`config.mk`:
```
export PLATFORM = sky130hd
export DESIGN_NAME = i2c_req_arbiter
export DESIGN_NICKNAME = d
export VERILOG_FILES = /design/src/rtl/i2c_req_arbiter_pkg.sv /design/src/rtl/i2c_req_arbiter_rr_picker.sv /design/src/rtl/i2c_req_arbiter.sv
export SDC_FILE = /design/constraint.sdc
export NUM_CORES = 1
export LEC_CHECK = 0
export CAP_MARGIN = 20
export CORE_ASPECT_RATIO = 1.5
export CORE_MARGIN = 2
export CORE_UTILIZATION = 30
export DETAILED_ROUTE_END_ITERATION = 6
export GPL_TIMING_DRIVEN = 0
export PLACE_DENSITY_LB_ADDON = 0.12
export SLEW_MARGIN = 20
export SYNTH_ARGS = -nofsm -noshare
export SYNTH_HDL_FRONTEND = slang
export SYNTH_HIERARCHICAL = 1
export SYNTH_SLANG_ARGS = --single-unit
export TNS_END_PERCENT = 100
```
`constraint.sdc`:
```
create_clock -name clk -period 3.5 [get_ports clk]
set_input_delay 0.7 -clock clk [delete_from_list [all_inputs] [get_ports clk]]
set_output_delay 0.7 -clock clk [all_outputs]
set_load 0.05 [all_outputs]
```
`src/rtl/i2c_req_arbiter_pkg.sv`:
```
// Shared definitions for the I2C request arbiter: FSM states, completion codes,
// and I2C field widths.
package i2c_req_arbiter_pkg;

   localparam int ADDR_W = 7;
   localparam int DATA_W = 8;
   localparam int ERR_W  = 2;

   typedef enum logic [2:0] {
      ST_IDLE       = 3'd0,
      ST_LAUNCH     = 3'd1,
      ST_WAIT_START = 3'd2,
      ST_WAIT_DONE  = 3'd3,
      ST_RESP       = 3'd4
   } state_e;

   localparam logic [ERR_W-1:0] ERR_OK      = 2'b00;
   localparam logic [ERR_W-1:0] ERR_NACK    = 2'b01;
   localparam logic [ERR_W-1:0] ERR_TIMEOUT = 2'b10;

endpackage

```
`src/rtl/i2c_req_arbiter_rr_picker.sv`:
```
// Combinational round-robin picker: searches req starting at rr_ptr and
// returns the first set requester as a one-hot vector plus its index.
module i2c_req_arbiter_rr_picker #(
   parameter int NUM_REQ = 4,
   parameter int PTR_W   = 2
) (
   input  logic [NUM_REQ-1:0] req_i,
   input  logic [PTR_W-1:0]   rr_ptr_i,
   output logic [NUM_REQ-1:0] gnt_o,
   output logic [PTR_W-1:0]   gnt_idx_o
);

   int               slot;
   logic             found;
   logic [PTR_W-1:0] slot_idx;

   // Walk the requesters in rotated order; the first hit wins.
   always_comb begin
      gnt_o     = '0;
      gnt_idx_o = '0;
      found     = 1'b0;
      slot      = 0;
      slot_idx  = '0;
      for (int i = 0; i < NUM_REQ; i++) begin
         slot = int'(rr_ptr_i) + i;
         if (slot >= NUM_REQ) begin
            slot = slot - NUM_REQ;
         end
         slot_idx = PTR_W'(slot);
         if (!found && req_i[slot_idx]) begin
            found           = 1'b1;
            gnt_o[slot_idx] = 1'b1;
            gnt_idx_o       = slot_idx;
         end
      end
   end

endmodule

```
`src/rtl/i2c_req_arbiter.sv`:
```
// Arbitrates several requesters onto a single I2C master. One transaction at a
// time: pick a winner round-robin, latch its fields, strobe the master, wait
// for it to go busy and return idle (or time out), then report completion.
//
// state         | meaning
// --------------+------------------------------------------------------------
// ST_IDLE       | no transaction; arbitrate when master is ready
// ST_LAUNCH     | winner latched, grant held; strobe m_enable next
// ST_WAIT_START | m_enable issued; waiting for master to drop m_ready
// ST_WAIT_DONE  | master busy; waiting for m_ready to return
// ST_RESP       | done pulse with rdata/err; release grant, advance pointer
module i2c_req_arbiter
   import i2c_req_arbiter_pkg::*;
#(
   parameter int NUM_REQ     = 4,
   parameter int TIMEOUT_CYC = 4096
) (
   input  logic                      clk,
   input  logic                      rst,
   input  logic [NUM_REQ-1:0]        req,
   input  logic [NUM_REQ*ADDR_W-1:0] req_addr,
   input  logic [NUM_REQ-1:0]        req_rw,
   input  logic [NUM_REQ*DATA_W-1:0] req_wdata,
   output logic [NUM_REQ-1:0]        grant,
   output logic [NUM_REQ-1:0]        done,
   output logic [DATA_W-1:0]         rdata,
   output logic [ERR_W-1:0]          err,
   output logic                      m_enable,
   output logic [ADDR_W-1:0]         m_addr,
   output logic                      m_rw,
   output logic [DATA_W-1:0]         m_wdata,
   input  logic                      m_ready,
   input  logic [DATA_W-1:0]         m_rdata,
   input  logic                      m_nack,
   output logic                      busy
);

   localparam int PTR_W = $clog2(NUM_REQ);
   localparam int TMO_W = $clog2(TIMEOUT_CYC);
   localparam logic [PTR_W-1:0] PTR_LAST = PTR_W'(NUM_REQ - 1);
   localparam logic [TMO_W-1:0] TMO_LAST = TMO_W'(TIMEOUT_CYC - 1);

   state_e                state_q;
   logic [PTR_W-1:0]      rr_ptr_q;
   logic [PTR_W-1:0]      win_q;
   logic [TMO_W-1:0]      tmo_q;
   logic [NUM_REQ-1:0]    grant_q;
   logic [NUM_REQ-1:0]    done_q;
   logic [DATA_W-1:0]     rdata_q;
   logic [ERR_W-1:0]      err_q;
   logic                  m_enable_q;
   logic [ADDR_W-1:0]     m_addr_q;
   logic                  m_rw_q;
   logic [DATA_W-1:0]     m_wdata_q;
   logic                  busy_q;

   logic [NUM_REQ-1:0]    pick_gnt_d;
   logic [PTR_W-1:0]      pick_idx_d;
   logic                  tmo_last;

   logic [ADDR_W-1:0]     addr_arr  [NUM_REQ];
   logic [DATA_W-1:0]     wdata_arr [NUM_REQ];

   // Unpack the flat per-requester buses so the winner can be selected by index.
   for (genvar g = 0; g < NUM_REQ; g++) begin : g_unpack
      assign addr_arr[g]  = req_addr[g*ADDR_W +: ADDR_W];
      assign wdata_arr[g] = req_wdata[g*DATA_W +: DATA_W];
   end

   i2c_req_arbiter_rr_picker #(
      .NUM_REQ (NUM_REQ),
      .PTR_W   (PTR_W)
   ) u_rr_picker (
      .req_i     (req),
      .rr_ptr_i  (rr_ptr_q),
      .gnt_o     (pick_gnt_d),
      .gnt_idx_o (pick_idx_d)
   );

   assign tmo_last = (tmo_q == TMO_LAST);

   // Transaction sequencer; every output is registered here.
   always_ff @(posedge clk or negedge rst) begin
      if (!rst) begin
         state_q    <= ST_IDLE;
         rr_ptr_q   <= '0;
         win_q      <= '0;
         tmo_q      <= '0;
         grant_q    <= '0;
         done_q     <= '0;
         rdata_q    <= '0;
         err_q      <= ERR_OK;
         m_enable_q <= 1'b0;
         m_addr_q   <= '0;
         m_rw_q     <= 1'b0;
         m_wdata_q  <= '0;
         busy_q     <= 1'b0;
      end else begin
         done_q     <= '0;
         m_enable_q <= 1'b0;
         case (state_q)
            ST_IDLE: begin
               if (m_ready && (|req)) begin
                  state_q   <= ST_LAUNCH;
                  grant_q   <= pick_gnt_d;
                  win_q     <= pick_idx_d;
                  m_addr_q  <= addr_arr[pick_idx_d];
                  m_rw_q    <= req_rw[pick_idx_d];
                  m_wdata_q <= wdata_arr[pick_idx_d];
                  busy_q    <= 1'b1;
               end
            end
            ST_LAUNCH: begin
               m_enable_q <= 1'b1;
               tmo_q      <= '0;
               state_q    <= ST_WAIT_START;
            end
            ST_WAIT_START: begin
               // A master that never accepts still has to be released by the timer.
               if (tmo_last) begin
                  state_q <= ST_RESP;
                  done_q  <= grant_q;
                  err_q   <= ERR_TIMEOUT;
                  rdata_q <= '0;
               end else begin
                  tmo_q <= tmo_q + 1'b1;
                  if (!m_ready) begin
                     state_q <= ST_WAIT_DONE;
                  end
               end
            end
            ST_WAIT_DONE: begin
               // m_ready is checked first so a completion on the last budget cycle counts.
               if (m_ready) begin
                  state_q <= ST_RESP;
                  done_q  <= grant_q;
                  rdata_q <= m_rdata;
                  err_q   <= m_nack ? ERR_NACK : ERR_OK;
               end else if (tmo_last) begin
                  state_q <= ST_RESP;
                  done_q  <= grant_q;
                  err_q   <= ERR_TIMEOUT;
                  rdata_q <= '0;
               end else begin
                  tmo_q <= tmo_q + 1'b1;
               end
            end
            ST_RESP: begin
               grant_q  <= '0;
               busy_q   <= 1'b0;
               rr_ptr_q <= (win_q == PTR_LAST) ? '0 : win_q + 1'b1;
               state_q  <= ST_IDLE;
            end
            default: begin
               state_q <= ST_IDLE;
            end
         endcase
      end
   end

   assign grant    = grant_q;
   assign done     = done_q;
   assign rdata    = rdata_q;
   assign err      = err_q;
   assign m_enable = m_enable_q;
   assign m_addr   = m_addr_q;
   assign m_rw     = m_rw_q;
   assign m_wdata  = m_wdata_q;
   assign busy     = busy_q;

endmodule

```
==> flow_summary.yaml <==
placement:
  placed_area_sq_um: 4550
  dp_cells: 518
  port_buffers: 115
  place.detailed.hpwl_mm: 6.37
  place_congestion: 0.818
logic_synthesis:
  yosys_register_bits: 55
  ys_types: 51
  syn-instance-count: 258
  syn-num-nets: 345
  synth_area_sq_um: 3190
  yosys_warnings: 6
  avgSynthCellArea_sq_um: 12.4
  synth_seq_area_share_pct: 43.1
sta:
  max-slew-margin-rel_pct: 61.2
  rsz0062_at_grt: "no"
  slew_violations: 0
  clock_skew_ns: 0.0157
  finalSetupTns_ns: 0
  setup-violations-final: 0
  fmax_mhz: 303
  period_share_pct: 94.4
  layout_min_cycle_time_ns: 3.30
  whs_ns: 0.384
  hold_violations: 0
  worst_pin_slew_ns: 0.577
drt:
  wl_mm: 8.31
  final_antenna_net_count: 0
  viasPerCell: 4.94
  firstDrtPassIters: 4
  routedWlPerCell_microns: 15.6
  drt_iter0_drc: 65
  drc: 0
  via_count: 2621
outcome:
  run_status: "complete, no violations"
global_route:
  grt_usage_pct: 14.5
  grt_pass1_wl_mm: 12.7
  use_met2_pct: 24.5
  antenna_found_initial: 0
  grt_max_degree: 56
  grt_overflow: 0
  busiest_layer: "met2"
  grt_use_met3_pct: 3.61
  met1_usage_pct: 17.3
  grt_pass1_vias: 2538
cells_and_area:
  diodes: 0
  area_growth_pct: 49.6
  layout_commonest_cell: "clkdlybuf4s50_1"
  fin_area_sq_um: 4770
  fin_cells: 531
  fill_cells: 1006
  final_cell_mix: "clkdlybuf4s50_1, dfrtp_1, mux4_2"
  nNetsFinal: 473
  drive_above_1_share_pct: 18.3
floorplan:
  fp.dieArea_sq_um: 11500
  row_count: 46
  start_util_pct: 30.5
  pin_count: 116
  die_y_microns: 130
  coreArea_sq_um: 10500
  die_width_microns: 88.2
flow_run:
  drv_cap: 0
clocking:
  clk_pin_slew_worst_paths_ns: 0.08
  cts_sinks: 55
  cts_tree: "done"
  cts_buffers: 5
  htreeDepth: 2
  clk_latency_ns: 0.30
  root_buffer: "clkbuf_16"
  cts_buffer_depth: 2
setup_path:
  crit_start: "rr_ptr_q[0]"
  critPathLaunchType: "flip-flop"
  critPathArrivalTime_ns: 3.49
  reg2regPathDepth: 12
  cp_data_required_time_ns: 3.69
  r2r_end: "m_addr[0]"
  crit_type: "flip-flop to flip-flop"
  crit_fanout: 10
  ff2ff_setup_slack_ns: 0.20
  endpoint_kind: "flip-flop"
  r2r-start: "rr_ptr_q[0]"
pwr:
  leakage_nw: 1.94
  vdd.ir_drop.worst_mv: 0.455
  powerDensity_nw_per_um2: 882
min_path:
  hp-class: "input port to async pin"
-- worst max-delay path by stage --
stage / slack [ns] / end
after floorplan: 0.07 / m_addr[0]
after global placement: -0.75 / m_addr[0]
after detailed placement: -0.80 / m_addr[0]
after CTS: 0.02 / m_addr[0]
after global routing: 0.02 / m_addr[0]
final: 0.20 / m_addr[0]
-- what timing repair did --
action | 4_1_cts | 5_1_grt
setup buffers | 3 | 2
endpoints found under the setup margin | 17 | 12
gates cloned | 0 | 0
resized for setup | 7 | 3
hold buffers | 0 | 0
-- state kept, by name (all words and copies together) (netlist names) --
signal / count
win_q: 2
tmo_q: 12
m_enable: 1
m_rw: 1
rdata: 8
state_q: 3
m_wdata: 8
rr_ptr_q: 2
m_addr: 7
grant: 4
busy: 1
done: 4
err: 2
-- through the flow --
stage | worst slack, ns | utilization, % | total power, mW
final | 0.197 | 45.6 | 4.21
after global routing | 0.0160 | 45.6 | 4.48
after CTS | 0.0179 | 45.4 | 4.25
after detailed placement | -0.795 | 43.4 | 3.60
after global placement | -0.754 | 43.2 | 3.57
after floorplan | 0.0656 | - | 2.85
-- synthesized netlist by cell type (all sizes together) --
library cell   n  share of area [%]
mux2i          4                1.3
nor4           3               0.59
nand4          2               0.39
and2           5               0.98
o2111a         1               0.35
a21oi          6               0.94
a21o           1               0.24
a22o          10                2.7
o21ai         15                2.5
nand2         16                1.9
ha             7                2.7
and4           4                1.2
a31oi          2               0.39
nand3          9                1.4
and4b          1               0.31
mux2          19                8.0
nand3b         3               0.71
o21a           1               0.24
o22ai          2               0.39
dfrtp         55                 43
inv            9                1.1
o21bai         2               0.47
a22oi          8                1.9
and3           6                1.3
o31ai          4               0.94
nor2           6               0.71
nor2b          2               0.63
clkbuf         4               0.47
o311ai         2               0.55
a211oi         1               0.24
nand2b         4                1.0
buf           11                2.9
a32oi          1               0.27
or4            4               0.94
mux4          20                 14
or3b           1               0.27
nor3           4               0.98
or2            1               0.20
o41ai          2               0.55
-- report_power, final --
part / leakage (nW) / internal [mW] / switching, mW / total (mW)
Combinational: 1.17 / 1.19 / 1.40 / 2.60
Sequential: 0.692 / 0.874 / 0.170 / 1.04
Clock: 0.0838 / 0.338 / 0.234 / 0.572
Total: 1.94 / 2.41 / 1.81 / 4.21
-- critical path, cell delays in order, from the launching register on --
cell and delay [ns]:
dfrtp_2 0.41, clkbuf_4 0.22, inv_1 0.09, ha_2 0.39, mux4_2 0.38, nor2b_4 0.21, o21ai_1 0.08, and3_1 0.18
o22ai_1 0.13, clkbuf_4 0.23, clkbuf_4 0.25, mux4_2 0.33, mux2_4 0.27
-- cell families after synthesis --
group | synth area share (%)
compound gates | 12.7
fa+ha+maj | 2.74
buf+inv | 4.43
flops | 43.1
mux | 23.5
simple gates | 13.5
-- cell type report --
type / instances / area (sq um) / share of cell area (%)
plain buffers: 15 / 123 / 2.57
repair buffers: 121 / 1210 / 25.4
flip-flops and latches: 55 / 1380 / 28.9
multi-input cells: 179 / 1680 / 35.1
well taps: 144 / 180 / 3.77
clock inverters: 3 / 43.8 / 0.917
clock buffers: 5 / 125 / 2.62
inverters: 9 / 33.8 / 0.708
-- routing by layer --
metal,vias up,routed length [microns]
li1,1257,-
met1,1276,3260
met2,73,4440
met3,15,375
met4,0,231
met5,-,0
(Power assumes the default switching activity.)
==> edit 1, RTL diff (same flow settings) <==
Set the package constant `ERR_W` to 3 (it was 2).
--- a/src/rtl/i2c_req_arbiter_pkg.sv
+++ b/src/rtl/i2c_req_arbiter_pkg.sv
@@ -4,7 +4,7 @@
 
    localparam int ADDR_W = 7;
    localparam int DATA_W = 8;
-   localparam int ERR_W  = 2;
+   localparam int ERR_W  = 3;
 
    typedef enum logic [2:0] {
       ST_IDLE       = 3'd0,
Interface: changed (resized err); port bits go from 116 to 117. No check against the original RTL was run, so the function may have changed too.
==> edit 1 against the original RTL <==
  * Via count increased by 0.19%
  * Die area is 0.65% higher
  * Utilization shrank 0.34 points
  * Power up 3.5%
  * Routed wire length is 0.26% higher
  * Worst setup slack improved by 0.044 ns
  * Final cell count fell by 0.38%
  * Design area decreased by 0.21%
  * Synthesized cell count decreased by 0.39%
  * Area after synthesis rose by 0.67%
  * Clock skew decreased by 0.0073 ns
  * Sequential cell count is 1 higher
  * Largest cell class unchanged
==> edit 1: results (changes against the original RTL) <==
stage	metric	value	unit	change
pwr	Seq pwr share	24.1	%	was 24.8%
timing	clk_skew	0.00846	ns	was 0.0157 ns
pwr	Leakage	1.93	nW	was 1.94 nW
layout	area delta synth->final	48.3	%	was 49.6%
critical_path	endpoint arrival time on the critical path	3.45	ns	was 3.49 ns
placed_design	Placed Cells	518		unchanged
outcome	status	complete, no violations		unchanged
pwr	VDD IR-drop max	0.000547	V	was 0.000455 V
placed_design	# port buffers	116		was 115
synthesis	sequential share of the synthesized area	43.6	%	was 43.1%
timing	Worst Tran Pin Value	0.693	ns	was 0.577 ns
placed_design	RePlAce Congestion	0.806		was 0.818
layout	NumNets Final	471		was 473
critical_path	peak per-stage delay on the critical path	0.58	ns	was 0.41 ns
layout	share of cells above drive strength 1	19.2	%	was 18.3%
synthesis	commonest cells in the netlist	dfrtp_1 (56), mux4_2 (19), nand2_1 (18), mux2_4 (11)		was dfrtp_1 (55), mux4_2 (19), nand2_1 (16), mux2_4 (11)
global_route	vias in the first global route	2606		was 2538
hold_path	Min-Delay Path Class	input pin to asynchronous set/reset pin		unchanged
detailed_routing	First DRT Iteration DRCs	102		was 65
critical_path	critical path's slowest cell	mux4_2		was dfrtp_2
detailed_routing	wirelength, routed	8330	um	was 8310 um
layout	final non-filler cell total	529		was 531
layout	FILL cells	977		was 1006
synthesis	Synth area leaders	dfrtp_1 (44%), mux4_2 (13%), mux2_4 (5.1%)		was dfrtp_1 (43%), mux4_2 (13%), mux2_4 (5.2%)
synthesis	Synth Net Count	344		was 345
detailed_routing	vias per std cell	4.96		was 4.94
global_route	global-route wire length before repair	13100	um	was 12700 um
synthesis	Top FF cell, synth	dfrtp_1		unchanged
pwr	Int Pwr	2.46	mW	was 2.41 mW
global_route	GRT Util Overall	14.6	%	was 14.5%
pwr	clock group share of total power	12.0	%	was 13.6%
synthesis	Synth Instances	257		was 258
placed_design	post-place setup slack	-0.775	ns	was -0.795 ns
placed_design	Post-DP Area	0.00457	mm^2	was 0.00455 mm^2
synthesis	post-synthesis cell type count	52		was 51
placed_design	hpwl dp	6470	um	was 6370 um
clocking	CTS Buffer Depth	2		unchanged
clocking	Setup Fix Bufs, Post-CTS	2		was 3
pwr	PwrDens	915	mW/mm^2	was 882 mW/mm^2
## edit 1: cell types whose count changed after synthesis, moves of 3 or more
cell and delta:
mux2_1 -7, mux2_2 +7, nand3_1 -5, o21ai_0 +6, o21ai_1 -4, o31ai_1 +3
## edit 1: layer usage
metal | part of all wire [%] | global-route usage, % | routed length, um | vias up
met5 | 0 | 0 | 0 | -
met4 | 1.3 | 4.28 | 111 | 0
met3 | 4.0 | 3.14 | 334 | 5
met2 | 55 | 26.0 | 4600 | 66
met1 | 39 | 17.4 | 3280 | 1308
li1 | - | - | - | 1247
## edit 1: worst paths after layout
kind	startpoint	endpoint	slack (ns)	cells after the start
max in group asynchronous	rst	rr_ptr_q[0]$_DFFE_PN0P_	2.70	2
min in group clk	busy$_DFFE_PN0P_	busy$_DFFE_PN0P_	0.48	1
min	rst	tmo_q[1]$_DFFE_PN0P_	0.31	1
max	req[3]	m_addr[1]$_DFFE_PN0P_	0.24	8
max reg2reg	rr_ptr_q[0]$_DFFE_PN0P_	m_addr[1]$_DFFE_PN0P_	0.27	11
min reg2reg	busy$_DFFE_PN0P_	busy$_DFFE_PN0P_	0.48	1
## edit 1: logic make-up after synthesis
group                    count (synthesis)  synth area share (%)
adder cells (fa/ha/maj)                  7                  2.73
AO/OA/AOI/OAI                           59                  12.5
multiplexers                            43                  23.3
AND/OR/NAND/NOR                         70                  13.6
buffers and inverters                   22                  4.21
flip-flops                              56                  43.6
## edit 1: final cells by class
type,count,area share [%]
Clock buffer,5,2.63
Multi-Input combinational cell,179,35.2
Timing Repair Buffer,121,25.4
Buffer,14,2.44
Clock inverter,3,0.552
Sequential cell,56,29.4
Inverter,7,0.552
Tap cell,144,3.78
## edit 1: critical path: cells and delay by family
family | cells | cell delay [ns]
mux | 3 | 1.39
buf+inv | 4 | 1.06
compound gates | 1 | 0.28
==> edit 2, RTL diff (same settings) <==
Made on the original files. The 5 states of `state_e` get a Gray code encoding in 3 bits.
--- a/src/rtl/i2c_req_arbiter_pkg.sv
+++ b/src/rtl/i2c_req_arbiter_pkg.sv
@@ -7,11 +7,11 @@
    localparam int ERR_W  = 2;
 
    typedef enum logic [2:0] {
-      ST_IDLE       = 3'd0,
-      ST_LAUNCH     = 3'd1,
-      ST_WAIT_START = 3'd2,
-      ST_WAIT_DONE  = 3'd3,
-      ST_RESP       = 3'd4
+      ST_IDLE       = 3'b000,
+      ST_LAUNCH     = 3'b001,
+      ST_WAIT_START = 3'b011,
+      ST_WAIT_DONE  = 3'b010,
+      ST_RESP       = 3'b110
    } state_e;
 
    localparam logic [ERR_W-1:0] ERR_OK      = 2'b00;
Function: same outputs for any inputs over 10 cycles, from zero or initial values and one cycle with rst low; not proved beyond that.
==> edit 2 against the original RTL <==
  * First-iteration DRC count fell by 1.5%
  * Worst setup slack lost 0.047 ns
  * Power grew 3.7%
  * Global-route usage is 1.3 points higher
  * Non-clock buffer count is 1 lower
  * Worst hold slack lost 0.11 ns
  * Area after synthesis is 0.55% lower
  * Clock skew is 0.0091 ns lower
  * Sequential cell count stayed put
  * Count of clock-buffer cells in the layout did not move
  * Design area decreased by 1.0%
  * Via count up 1.3%
  * Routed wire length rose by 2.9%
  * Critical path type is now input pin to flip-flop
==> edit 2: results (changes against the original RTL) <==
stage	metric	value	unit	change
hold_path	Min-Delay Path Class	input pin to asynchronous set/reset pin		unchanged
synthesis	sequential share of the synthesized area	43.4	%	was 43.1%
critical_path	CP Max Fanout	10		unchanged
synthesis	Synth Net Count	345		unchanged
critical_path	critical path's slowest cell	mux4_2		was dfrtp_2
synthesis	Synth area leaders	dfrtp_1 (43%), mux4_2 (13%), mux2_2 (7.1%)		was dfrtp_1 (43%), mux4_2 (13%), mux2_4 (5.2%)
clocking	clock root buffer	clkbuf_16		unchanged
global_route	largest net degree at the start of global routing	39		was 56
critical_path	Reg2Reg Depth	11		was 12
pwr	VDD IR-drop max	0.000628	V	was 0.000455 V
pwr	Leakage	1.90	nW	was 1.94 nW
outcome	status	complete, no violations		unchanged
detailed_routing	wirelength, routed	8550	um	was 8310 um
critical_path	Setup crit start	req[3]		was rr_ptr_q[0]$_DFFE_PN0P_
detailed_routing	First DRT Iteration DRCs	64		was 65
layout	share of cells above drive strength 1	21.2	%	was 18.3%
synthesis	post-synthesis cell type count	52		was 51
placed_design	RePlAce Congestion	0.808		was 0.818
critical_path	R2R Setup Slk	0.24	ns	was 0.20 ns
detailed_routing	Antenna Nets Post-Route	0		unchanged
critical_path	CP endpoint kind	flip-flop		unchanged
synthesis	commonest cells in the netlist	dfrtp_1 (55), mux2_2 (20), mux4_2 (19), nand2_1 (14), a22o_1 (11)		was dfrtp_1 (55), mux4_2 (19), nand2_1 (16), mux2_4 (11)
placed_design	Post-DP Area	0.00452	mm^2	was 0.00455 mm^2
critical_path	peak per-stage delay on the critical path	0.59	ns	was 0.41 ns
clocking	H-tree levels	2		unchanged
timing	clk_skew	0.00663	ns	was 0.0157 ns
critical_path	endpoint arrival time on the critical path	3.54	ns	was 3.49 ns
global_route	initial antenna violation count	0		unchanged
global_route	vias in the first global route	2850		was 2538
layout	Ant. Diodes	0		unchanged
layout	FILL cells	1025		was 1006
global_route	GRT Util Overall	15.8	%	was 14.5%
detailed_routing	drt first pass iters	4		unchanged
synthesis	Synth Warn #	6		unchanged
layout	max reg flops	12		unchanged
layout	area delta synth->final	48.9	%	was 49.6%
timing	Worst Tran Pin Value	0.658	ns	was 0.577 ns
critical_path	reg-to-reg endpoint	m_addr[6]$_DFFE_PN0P_		was m_addr[0]$_DFFE_PN0P_
layout	NumNets Final	472		was 473
detailed_routing	vias post-DR	2656		was 2621
global_route	global-route wire length before repair	14200	um	was 12700 um
placed_design	hpwl dp	6650	um	was 6370 um
edit 2: timing repair:
action / in CTS / in global routing
pin swaps: 0 / 0
buffers inserted: 3 / 1
endpoints found under the setup margin: 17 / 15
resized for setup: 6 / 5
hold buffers: 0 / 0
edit 2: routing by layer:
layer | global-route usage (%) | vias up | routed length, um
met3 | 3.73 | 8 | 431
met5 | 0 | - | 0
met1 | 18.6 | 1308 | 3210
met4 | 4.25 | 0 | 110
li1 | - | 1252 | -
met2 | 28.6 | 88 | 4800
edit 2: final cells by class:
cell class / count / area share (%)
multi-input combinational: 181 / 35.5
sequential: 55 / 29.2
timing repair buffer: 120 / 25.4
tap: 144 / 3.81
clock buffer: 5 / 2.65
buffer: 15 / 2.33
clock inverter: 3 / 0.609
inverter: 7 / 0.556
edit 2: critical path, delay by kind of cell:
kind                   cells  cell delay (ns)
AO/OA/AOI/OAI              1             0.32
buffers and inverters      4             1.12
multiplexers               3             1.38
edit 2: logic make-up (layout without fill, tap and decap cells):
group           Yosys count  after routing  share of synthesized area, %
buf+inv                  22            150                          3.82
fa+ha+maj                 7              7                          2.76
simple gates             69             69                          14.0
flops                    55             55                          43.4
compound gates           62             62                          13.7
mux                      43             43                          22.4
edit 2: per-stage QoR:
stage / hold WS, ns / instances / setup slack, ns
2_1_floorplan: 0.404 / 258 / 0.0723
3_3_place_gp: 0.460 / 517 / -0.770
3_5_place_dp: 0.465 / 518 / -0.763
4_1_cts: 0.268 / 529 / 0.00117
5_1_grt: 0.279 / 530 / 0.0353
6_report: 0.270 / 530 / 0.150
edit 2: worst min-delay path by stage:
stage,start,end,slack (ns),depth (start not counted)
CTS,rst,done[0]$_DFF_PN0_,0.27,1
floorplan,rst,busy$_DFFE_PN0P_,0.40,0
global route,rst,done[0]$_DFF_PN0_,0.28,1
detailed placement,busy$_DFFE_PN0P_,busy$_DFFE_PN0P_,0.46,1
finish,rst,done[0]$_DFF_PN0_,0.27,1
global placement,busy$_DFFE_PN0P_,busy$_DFFE_PN0P_,0.46,1
edit 2: power by group:
group          total, mW  internal [mW]  switching, mW  leakage [nW]
sequential          1.05          0.876          0.178         0.696
clock              0.525          0.274          0.251        0.0759
combinational       2.79           1.28           1.51          1.13
total               4.37           2.43           1.94          1.90
